File: src/rtl/agc_pkg.sv
// Shared types, widths and default thresholds for the AGC window controller.
package agc_pkg;

  localparam int unsigned SAMPLE_W    = 12;    // Q1.11 unsigned magnitude
  localparam int unsigned SUM_W       = 15;    // Q1.14 window sum (8 x 4095 fits)
  localparam int unsigned GAIN_W      = 6;
  localparam int unsigned WIN_LOG2_DEF = 3;
  localparam int unsigned TGT_HI_DEF  = 20000;
  localparam int unsigned TGT_LO_DEF  = 12000;
  localparam int unsigned GAIN_MAX_DEF = 63;
  localparam int unsigned GAIN_INIT_DEF = 32;

  typedef enum logic {
    ST_IDLE = 1'b0,
    ST_RUN  = 1'b1
  } state_t;

  // One gain step from a completed window sum; thresholds are exclusive, saturates at 0/gmax.
  function automatic logic [GAIN_W-1:0] gain_step(
    input logic [GAIN_W-1:0] gain,
    input logic [SUM_W-1:0]  sum,
    input int unsigned       hi,
    input int unsigned       lo,
    input int unsigned       gmax
  );
    logic [GAIN_W-1:0] g;
    g = gain;
    if (32'(sum) > hi) begin
      if (gain != '0) g = gain - GAIN_W'(1);
    end else if (32'(sum) < lo) begin
      if (32'(gain) < gmax) g = gain + GAIN_W'(1);
    end
    return g;
  endfunction

endpackage

File: src/rtl/agc_win_accum.sv
// Window accumulator: sums 2^WIN_LOG2 qualified samples; sum/done are combinational
// so the completing sample is included in the same cycle it is accepted.
module agc_win_accum
  import agc_pkg::*;
#(
  parameter int unsigned WIN_LOG2 = WIN_LOG2_DEF
) (
  input  logic                i_clk,
  input  logic                i_rst,
  input  logic                clr,
  input  logic                vld,
  input  logic [SAMPLE_W-1:0] sample,
  output logic [SUM_W-1:0]    sum,
  output logic                done
);

  logic [SUM_W-1:0]    acc_q, acc_d;
  logic [WIN_LOG2-1:0] cnt_q, cnt_d;

  // Running sum, completion detect, and restart-on-completion with no gap cycle.
  always_comb begin
    sum   = acc_q + SUM_W'(sample);
    done  = vld && (cnt_q == {WIN_LOG2{1'b1}});
    acc_d = acc_q;
    cnt_d = cnt_q;
    if (clr) begin
      acc_d = '0;
      cnt_d = '0;
    end else if (vld) begin
      if (done) begin
        acc_d = '0;
        cnt_d = '0;
      end else begin
        acc_d = sum;
        cnt_d = cnt_q + WIN_LOG2'(1);
      end
    end
  end

  // Accumulator and counter registers.
  always_ff @(posedge i_clk or negedge i_rst) begin
    if (!i_rst) begin
      acc_q <= '0;
      cnt_q <= '0;
    end else begin
      acc_q <= acc_d;
      cnt_q <= cnt_d;
    end
  end

endmodule

File: src/rtl/agc_window_ctrl.sv
// AGC window controller: IDLE/RUN FSM, one-deep result buffer with drop detect,
// and a saturating gain code stepped once per completed window.
module agc_window_ctrl
  import agc_pkg::*;
#(
  parameter int unsigned WIN_LOG2  = WIN_LOG2_DEF,
  parameter int unsigned TGT_HI    = TGT_HI_DEF,
  parameter int unsigned TGT_LO    = TGT_LO_DEF,
  parameter int unsigned GAIN_MAX  = GAIN_MAX_DEF,
  parameter int unsigned GAIN_INIT = GAIN_INIT_DEF
) (
  input  logic                i_clk,
  input  logic                i_rst,
  input  logic                i_en,
  input  logic                i_sample_vld,
  input  logic [SAMPLE_W-1:0] i_sample,
  output logic [SUM_W-1:0]    o_sum,
  output logic                o_sum_vld,
  input  logic                i_sum_rdy,
  output logic                o_ovr,
  output logic [GAIN_W-1:0]   o_gain,
  output logic                o_busy
);

  state_t             state_q, state_d;
  logic [SUM_W-1:0]   sum_q, sum_d;
  logic               sum_vld_q, sum_vld_d;
  logic               ovr_q, ovr_d;
  logic [GAIN_W-1:0]  gain_q, gain_d;
  logic               busy_q, busy_d;

  logic               acc_clr;
  logic               acc_vld;
  logic [SUM_W-1:0]   win_sum;
  logic               win_done;
  logic               take;

  // Samples only count in RUN with enable still high; dropping enable aborts the window.
  assign acc_clr = (state_q != ST_RUN) || !i_en;
  assign acc_vld = (state_q == ST_RUN) && i_en && i_sample_vld;

  agc_win_accum #(
    .WIN_LOG2 (WIN_LOG2)
  ) u_accum (
    .i_clk  (i_clk),
    .i_rst  (i_rst),
    .clr    (acc_clr),
    .vld    (acc_vld),
    .sample (i_sample),
    .sum    (win_sum),
    .done   (win_done)
  );

  // Next state, result buffer, overrun pulse and gain step.
  always_comb begin
    state_d   = state_q;
    sum_d     = sum_q;
    sum_vld_d = sum_vld_q;
    ovr_d     = 1'b0;
    gain_d    = gain_q;
    take      = sum_vld_q && i_sum_rdy;

    case (state_q)
      ST_IDLE: if (i_en)  state_d = ST_RUN;
      ST_RUN:  if (!i_en) state_d = ST_IDLE;
      default: state_d = ST_IDLE;
    endcase

    if (take) sum_vld_d = 1'b0;

    if (win_done) begin
      if (!sum_vld_q || take) begin
        sum_d     = win_sum;
        sum_vld_d = 1'b1;
      end else begin
        ovr_d = 1'b1;
      end
      gain_d = gain_step(gain_q, win_sum, TGT_HI, TGT_LO, GAIN_MAX);
    end

    busy_d = (state_d == ST_RUN);
  end

  // State and output registers.
  always_ff @(posedge i_clk or negedge i_rst) begin
    if (!i_rst) begin
      state_q   <= ST_IDLE;
      sum_q     <= '0;
      sum_vld_q <= 1'b0;
      ovr_q     <= 1'b0;
      gain_q    <= GAIN_W'(GAIN_INIT);
      busy_q    <= 1'b0;
    end else begin
      state_q   <= state_d;
      sum_q     <= sum_d;
      sum_vld_q <= sum_vld_d;
      ovr_q     <= ovr_d;
      gain_q    <= gain_d;
      busy_q    <= busy_d;
    end
  end

  assign o_sum     = sum_q;
  assign o_sum_vld = sum_vld_q;
  assign o_ovr     = ovr_q;
  assign o_gain    = gain_q;
  assign o_busy    = busy_q;

endmodule

File: config.mk
export PLATFORM = sky130hd
export DESIGN_NAME = agc_window_ctrl
export DESIGN_NICKNAME = d
export VERILOG_FILES = /design/src/rtl/agc_pkg.sv /design/src/rtl/agc_win_accum.sv /design/src/rtl/agc_window_ctrl.sv
export SDC_FILE = /design/constraint.sdc
export NUM_CORES = 1
export LEC_CHECK = 0
export ABC_AREA = 0
export BUFFER_PORTS_ARGS = -buffer_cell sky130_fd_sc_hd__clkbuf_2
export CORE_ASPECT_RATIO = 0.7
export CORE_UTILIZATION = 23
export DETAILED_ROUTE_END_ITERATION = 10
export SLEW_MARGIN = 25
export SYNTH_ARGS = -nofsm -noshare
export SYNTH_HDL_FRONTEND = slang
export SYNTH_HIERARCHICAL = 1
export SYNTH_SLANG_ARGS = --single-unit
File: constraint.sdc
create_clock -name i_clk -period 4 [get_ports i_clk]
set_input_delay 0.8 -clock i_clk [delete_from_list [all_inputs] [get_ports i_clk]]
set_output_delay 0.8 -clock i_clk [all_outputs]
set_load 0.03 [all_outputs]
Yosys cells after proc, flatten, opt, wreduce, memory -nomap -nowiden:

Index checks and enable logic that the tools add are counted.

* output and inout port bits: 24
* register bits: 42

* muxes and demuxes: 16
* reductions and logical operators: 14
* add/sub/neg operators: 4
* $lt $le $gt $ge: 3
* bitwise logic cells: 1
* equality and inequality tests: 2

Operators by type and width (number)
* $mux 15: 3
* $mux 6: 4
* $add 15x12->15: 1
* $gt 15x15->1 const B: 1
* $lt 15x14->1 const B: 1
* $mux 3: 3
* $add 6x1->6 const B: 1
* $lt 6x6->1 const B: 1
* $mux 1: 6
* $reduce_bool 2->1: 3
* $reduce_bool 6->1: 1
* $sub 6x1->6 const B: 1
* $logic_and 1x1->1: 4
* $reduce_and 4->1: 1
* $add 3x1->3 const B: 1
* $eq 3x3->1 const B: 1
* $logic_not 1->1: 2
* $logic_or 1x1->1: 2
* $ne 2x1->1 const B: 1
* $reduce_and 2->1: 1
* $not 1->1: 1

Depth between registers and ports, before layout:

Gate-level depths: netlist of the first run.

* word-level depth: 6
* gate-level depth with buffers: 19
* mapped depth without buffers: 19

Cells and area by module:

Netlist of the first run, hierarchy kept.

By module, submodules not included
* agc_win_accum: instances 1, area an instance 1312.5 sq um, cells each 127, sequential area each 450.4 sq um
* agc_window_ctrl: instances 1, area an instance 1217.4 sq um, cells each 99, sequential area each 601.8 sq um

Worst setup path after synthesis of the first run:

OpenSTA, ideal clock, no wires.

* kind: input port to flip-flop
* from: in i_sample[0]
* to: reg gain_q[5] (netlist: o_gain[5])
* arrival: 4.246 ns
* slack: -0.321 ns
* stages on the path: 19
* buffers on the path: 0
* cells stage by stage: ha_1 -> fa_1 -> a211oi_2 -> nor2_1 -> o31a_2 -> a21oi_2 -> nor2_1 -> xor2_1 -> nand4_1 -> o21ai_1 -> a31oi_4 -> inv_1 -> ha_1 -> a211oi_1 -> o21bai_1 -> a21oi_1 -> nor3b_2 -> a31oi_1 -> xnor2_1

* cells in the longest elaborated chain, start to end: 4

Ends and longest elaborated chain
* start, declared: RTL line agc_window_ctrl.sv:16 `input logic [SAMPLE_W-1:0] i_sample,`
* $add 15x12->15 (*): RTL line agc_win_accum.sv:22 `sum = acc_q + SUM_W'(sample);`
* named net win_sum[14]: RTL line agc_window_ctrl.sv:34 `logic [SUM_W-1:0] win_sum;`
* $gt 15x15->1 / $lt 15x14->1 (equally long branches): RTL line agc_pkg.sv:28, agc_pkg.sv:30
* $ne 2x1->1 (no source line) / $reduce_bool 2->1 (equally long branches)
* $reduce_and 4->1 (no source line)
* end signal, assigned: RTL line agc_window_ctrl.sv:91 `gain_q <= GAIN_W'(GAIN_INIT);`
* end signal, assigned: RTL line agc_window_ctrl.sv:98 `gain_q <= gain_d;`
* end, declared: RTL line agc_window_ctrl.sv:29 `logic [GAIN_W-1:0] gain_q, gain_d;`

Mark *: on every way through the listed nets, which the timed path passes. The rest lies on a longest branch.
A chain may end at the register's enable or synchronous reset.

Worst setup path in the final report of the first run:

Ends and elaborated chain as after synthesis.

==> impl_metrics.toml, run 1 <==
[global_routing]
overflow = 0
grt_pass1_vias = 2118
antenna_found_initial = 0
grt_max_degree = 43
grt_pass1_wl_um = 11100
grt_use_total_pct = 12.5

[power]
power.density_nw_per_um2 = 285
p_sw_mw = 0.218
p_sw_share_pct = 22.2
pwr-share-comb_pct = 10.2
p_int_mw = 0.767
pwr-share-clk_pct = 46.2
seqPwrFrac_pct = 43.6
p_total_mw = 0.985
p_leak_nw = 1.73
peakVddDrop_uv = 149

[synth]
synth_top_family_by_area = "compound AO/OA/AOI/OAI gates"
synth-edff-count = 0
ys_ff_latch = 42
synth_xor_xnor_area_share_pct = 4.85
synth_fa_ha_area_share_pct = 10.5
netlist_area_sq_um = 2530
synthArstFlopShare_pct = 100
yosys.area.top_type = "dfrtp_1"
synth_cells = 226
yosysUniqueCellTypes = 51
synthTopCellsByArea = "dfrtp_1 (41%), ha_1 (8.9%), mux2_2 (7.1%)"
yosys_warnings = 6
syn_area_per_cell_sq_um = 11.2
yosys.area.top_type_share_pct = 40.6
synth-compound-area-share_pct = 19.6
ys.flop_type = "dfrtp_1"
syn_nets = 263
synth-simple-area-share_pct = 12.4
synth.yosys.seq_area_share_pct = 41.6
synthMuxAreaShare_pct = 9.69

[drt]
drc = 0
routed_via_density = 4.53
wl_um = 6590
firstDrtPassIters = 4
ant_nets = 0
route.vias.total = 2071
post_drt_wl_per_cell_um = 14.4
drt_iter0_drc = 80

[layout]
stdcell_area_sq_um = 3460
antenna_cells = 0
multiInputGateArea_sq_um = 1540
area_growth_pct = 36.6
register_area_sq_um = 1050
n_fill_cell = 1084
nets = 345
drive_gt1_share_pct = 42.1
layout.cells.non_filler = 457

[setup_path]
end_kind = "flop"
critPathLaunchType = "input port"
worstPathCellList = "clkbuf_2 -> ha_4 -> fa_2 -> a211oi_2 -> nor2_1 -> o31a_2 -> a21oi_4 -> nor2_2 -> xor2_2 -> o21ai_1 -> o21ai_2 -> a31oi_4 -> inv_4 -> ha_4 -> a211oi_2 -> o21bai_1 -> a21oi_2 -> nor3b_2 -> a31oi_1 -> xnor2_1"
rrSetupSlack_ps = 330
critPathRequiredTime_ps = 4210
crit_type = "input port to flop"
critPathMaxFanout = 4
r2r_start = "u_accum/acc_q[0]$_DFFE_PN0P_"
r2r_end = "o_gain[5]$_DFFE_PN1P_"
slowest_stage = "fa_2"
max_stage_delay_ps = 360
rr_worst_depth = 19
crit_arrival_ps = 4080

[die]
die-area_sq_um = 11400
ios = 41
dieHeight_um = 89.8
rows = 31
start_util_pct = 24.1
core_area_sq_um = 10500
die_w_um = 127

[hold_path]
whs_path_depth = 1
hp-start = "o_sum[3]$_DFFE_PN0P_"
hold_end = "o_sum[3]$_DFFE_PN0P_"
hold_class = "flop to flop"

[clocking]
clkLatencyLatePin_ps = 290
clk_pin_slew_ps = 60
cts_made_buffers = 5
cts_tree = "yes"
cts-root-buf = "clkbuf_16"
cts_htree_levels = 2
clockBufferDepth = 2
ctsHoldBuffers = 0
clkSinkCount = 42

[timing]
final_max_slew_viol_count = 0
fmax_mhz = 258
period_share_pct = 96.8
max_slew_margin_pct = 47.6
setup_viol = 0
whs_ps = 505
rsz0062_at_grt = "yes"
worst_pin_slew_ps = 784
hold_viol = 0
worst_slack_ps = 130
finalWorstPathRequiredPeriod_ps = 3870
fin_skew_ps = 9.21

[job]
drv_cap = 0

[placed_design]
io_buffer_count = 40
globalplace.congestion = 0.866
place_inst = 444
placed_area_sq_um = 3230
place_ws_ps = -325
hpwl_um = 4980

[outcome]
status = "complete, no violations"
[state kept, by name, summed over array words and instances, names as in the netlist]
| register | count |
|---|---|
| o_busy | 1 |
| u_accum/acc_q | 15 |
| u_accum/cnt_q | 3 |
| o_sum | 15 |
| o_gain | 6 |
| o_ovr | 1 |
| o_sum_vld | 1 |
[layout by cell type (no fill, tap or decap), drive strengths merged, types with 2 or more instances in the layout]
cell type / instances
clkbuf: 47
dfrtp: 41
buf: 39
ha: 18
mux2: 17
nor2: 14
a22o: 13
nand2: 12
a21oi: 12
o21ai: 11
xnor2: 10
a21o: 8
mux2i: 5
inv: 5
a31oi: 5
nand3: 4
nor2b: 4
xor2: 4
and4: 3
nand4: 3
nand2b: 3
and3: 3
a311oi: 3
a211oi: 3
nor3b: 2
o21a: 2
or4b: 2
nor4: 2
fa: 2
and2: 2
a21boi: 2
[worst max-delay path by stage]
stage | start | to | slack, ps | cells after the start
global placement | i_sample[0] | o_gain[5]$_DFFE_PN1P_ | -220 | 19
floorplan | i_sample[0] | o_gain[5]$_DFFE_PN1P_ | -30 | 18
detailed placement | i_sample[0] | o_gain[5]$_DFFE_PN1P_ | -320 | 19
global route | i_sample[0] | o_gain[5]$_DFFE_PN1P_ | -60 | 20
finish | i_sample[0] | o_gain[5]$_DFFE_PN1P_ | 130 | 20
CTS | i_sample[0] | o_gain[5]$_DFFE_PN1P_ | 0.04 | 19
[worst max-delay path: cells and delay by family]
kind,cells,cell delay [ps]
buffers and inverters,2,190
xor gates and xnor gates,2,340
AOI/OAI and AO/OA,10,1760
and+or+nand+nor,3,220
adders and majority gates,3,770
[cell families after synthesis]
logic type | after synthesis
AO/OA/AOI/OAI | 64
AND/OR/NAND/NOR | 55
XOR/XNOR | 14
multiplexers | 22
flip-flops | 42
adder cells (fa/ha/maj) | 20
buffers and inverters | 9
[stage by stage]
| step | TNS (ps) | utilization (%) |
|---|---|---|
| 6_report | 0 | 32.9 |
| 5_1_grt | -63.8 | 32.9 |
| 4_1_cts | 0 | 32.4 |
| 3_5_place_dp | -603 | 30.8 |
| 3_3_place_gp | -377 | 30.8 |
| 2_1_floorplan | -31.4 | - |
[Yosys cell counts, drive strengths merged, types with 5 or more instances]
| library cell | number |
|---|---|
| a21oi | 12 |
| mux2i | 5 |
| nand2 | 12 |
| inv | 5 |
| dfrtp | 41 |
| o21ai | 11 |
| xnor2 | 10 |
| nor2 | 14 |
| a31oi | 5 |
| a22o | 13 |
| a21o | 8 |
| mux2 | 17 |
| ha | 18 |
[power groups by stage]
stage          Clock (mW)  Combinational [mW]  Sequential [mW]
2_1_floorplan           0              0.0475            0.438
4_1_cts             0.472               0.101            0.429
3_5_place_dp            0               0.100            0.437
3_3_place_gp            0               0.100            0.437
5_1_grt             0.487               0.113            0.429
6_report            0.455               0.101            0.429
[final cells by class]
| type | count | share of cell area, % |
|---|---|---|
| multi-input combinational | 175 | 44.6 |
| sequential | 42 | 30.4 |
| timing repair buffer | 79 | 14.3 |
| tap | 148 | 5.36 |
| clock buffer | 7 | 3.84 |
| clock inverter | 1 | 0.869 |
| inverter | 5 | 0.615 |
[layer usage]
metal / vias to the layer above / routed length, um / GRT usage [%]
met3: 4 / 343 / 3.51
met2: 41 / 2600 / 16.9
li1: 1015 / - / -
met5: - / 0 / 0
met1: 1011 / 3590 / 19.0
met4: 0 / 57 / 3.57
[what timing repair did]
action / CTS / global route
setup endpoints to repair: 1 / 3
pin swaps: 5 / 4
buffers inserted: 1 / 4
cloned: 0 / 0
gates resized for setup: 0 / 5
No activity file was read; power rests on OpenSTA's default activity.
==> inputs of run 2 (changes only) <==
Clock period 4 ns to 4.5 ns, I/O delays scaled along.
==> run 2 against run 1 <==
  * Hold slack better by 3.1 ps
  * Die area unchanged
  * First-iteration DRC count up 7.5%
==> impl_metrics.toml, run 2 (synthesis results as in run 1) <==
[power]
power.density_nw_per_um2 = 258
peakVddDrop_uv = 161
p_total_mw = 0.825
p_leak_nw = 1.62

[timing]
worst_slack_ps = 310
max_slew_margin_pct = 52.1
fin_skew_ps = 8.45
fmax_mhz = 239
whs_ps = 508
setup_tns_ps = 0
period_share_pct = 93.1
rsz0062_at_grt = "no"
final_max_slew_viol_count = 0
finalWorstPathRequiredPeriod_ps = 4190
setup_viol = 0
worst_pin_slew_ps = 716
hold_viol = 0

[setup_path]
r2r_start = "u_accum/acc_q[0]$_DFFE_PN0P_"
critical_path.endpoint = "o_gain[5]$_DFFE_PN1P_"
critPathMaxFanout = 4
crit_type = "input port to flop"
critPathRequiredTime_ps = 4710
critPathLaunchType = "input port"
r2r_end = "o_gain[5]$_DFFE_PN1P_"
cp-startpoint = "i_sample[0]"
end_kind = "flop"
rrSetupSlack_ps = 630
rr_worst_depth = 19
crit_arrival_ps = 4400

[hold_path]
whs_path_depth = 1
hold_class = "flop to flop"

[placed_design]
hpwl_um = 4580
placed_area_sq_um = 3020
io_buffer_count = 40
place_inst = 425
globalplace.congestion = 0.819
place_ws_ps = -143

[global_routing]
grt_pass1_wl_um = 10800
grt_use_total_pct = 11.9
grt_pass1_vias = 2066
antenna_found_initial = 0
overflow = 0
grt_max_degree = 43

[clocking]
clockBufferDepth = 2
clkLatencyLatePin_ps = 280
clkSinkCount = 42
cts_made_buffers = 5
clk_pin_slew_ps = 60
cts-root-buf = "clkbuf_16"
cts_htree_levels = 2
ctsHoldBuffers = 0
cts_tree = "yes"

[layout]
mostFrequentLayoutCell = "dfrtp_1"
postLayoutCoreUtil_pct = 30.4
nets = 321
layout.cells.non_filler = 433
final_cell_mix = "dfrtp_1 (41), clkbuf_2 (39), ha_1 (18)"
antenna_cells = 0
area_growth_pct = 26.5
drive_gt1_share_pct = 35.1
stdcell_area_sq_um = 3200

[die]
core_area_sq_um = 10500
dieHeight_um = 89.8
ios = 41
die_w_um = 127
rows = 31
start_util_pct = 24.1
die-area_sq_um = 11400

[drt]
drt_iter0_drc = 86
post_drt_wl_per_cell_um = 14.0
ant_nets = 0
routed_via_density = 4.56
route.vias.total = 1975
wl_um = 6060
drc = 0
firstDrtPassIters = 4

[job]
drv_cap = 0

[outcome]
status = "complete, no violations"
## run 2: final cells by class
cell class	instances	area, sq um
Timing Repair Buffer	55	315
Clock inverter	2	12.5
Fill cell	1097	7310
Tap cell	148	185
Inverter	5	18.8
Sequential cell	42	1050
Clock buffer	6	139
Multi-Input combinational cell	175	1480
## run 2: worst max-delay path: stages
cell      delay (ps)
clkbuf_2          80
ha_1             220
fa_2             380
a211oi_2         240
nor2_1            90
o31a_2           350
a21oi_4          180
nor2_1           100
xor2_2           210
nand4_1          130
o21ai_2          210
a31oi_4           40
inv_1            100
ha_1             260
a211oi_2         230
o21bai_1         110
a21oi_2          180
nor3b_2           60
a31oi_1          180
xnor2_1          140
## run 2: power breakdown
group	switching [mW]	leakage, nW	internal, mW
clock network	0.150	0.0729	0.220
logic	0.0459	0.970	0.0284
registers	0.00153	0.575	0.380
## run 2: timing repair
| action | in CTS | in global routing |
|---|---|---|
| setup buffers | 0 | 0 |
| resized for setup | 0 | 7 |
| endpoints found under the setup margin | 0 | 2 |
## run 2: layer usage
| metal | global-route usage (%) | wire (um) |
|---|---|---|
| met1 | 18.3 | 3360 |
| met4 | 2.98 | 46 |
| met5 | 0 | 0 |
| met3 | 2.56 | 216 |
| met2 | 16.3 | 2430 |
## run 2: worst min path at each step
| stage | from | endpoint |
|---|---|---|
| 2_1_floorplan | u_accum/acc_q[0]$_DFFE_PN0P_ | u_accum/acc_q[0]$_DFFE_PN0P_ |
| 3_5_place_dp | o_sum[2]$_DFFE_PN0P_ | o_sum[2]$_DFFE_PN0P_ |
| 5_1_grt | u_accum/acc_q[6]$_DFFE_PN0P_ | u_accum/acc_q[6]$_DFFE_PN0P_ |
| 6_report | o_sum[14]$_DFFE_PN0P_ | o_sum[14]$_DFFE_PN0P_ |
| 4_1_cts | o_gain[5]$_DFFE_PN1P_ | o_gain[5]$_DFFE_PN1P_ |
| 3_3_place_gp | o_sum[13]$_DFFE_PN0P_ | o_sum[13]$_DFFE_PN0P_ |
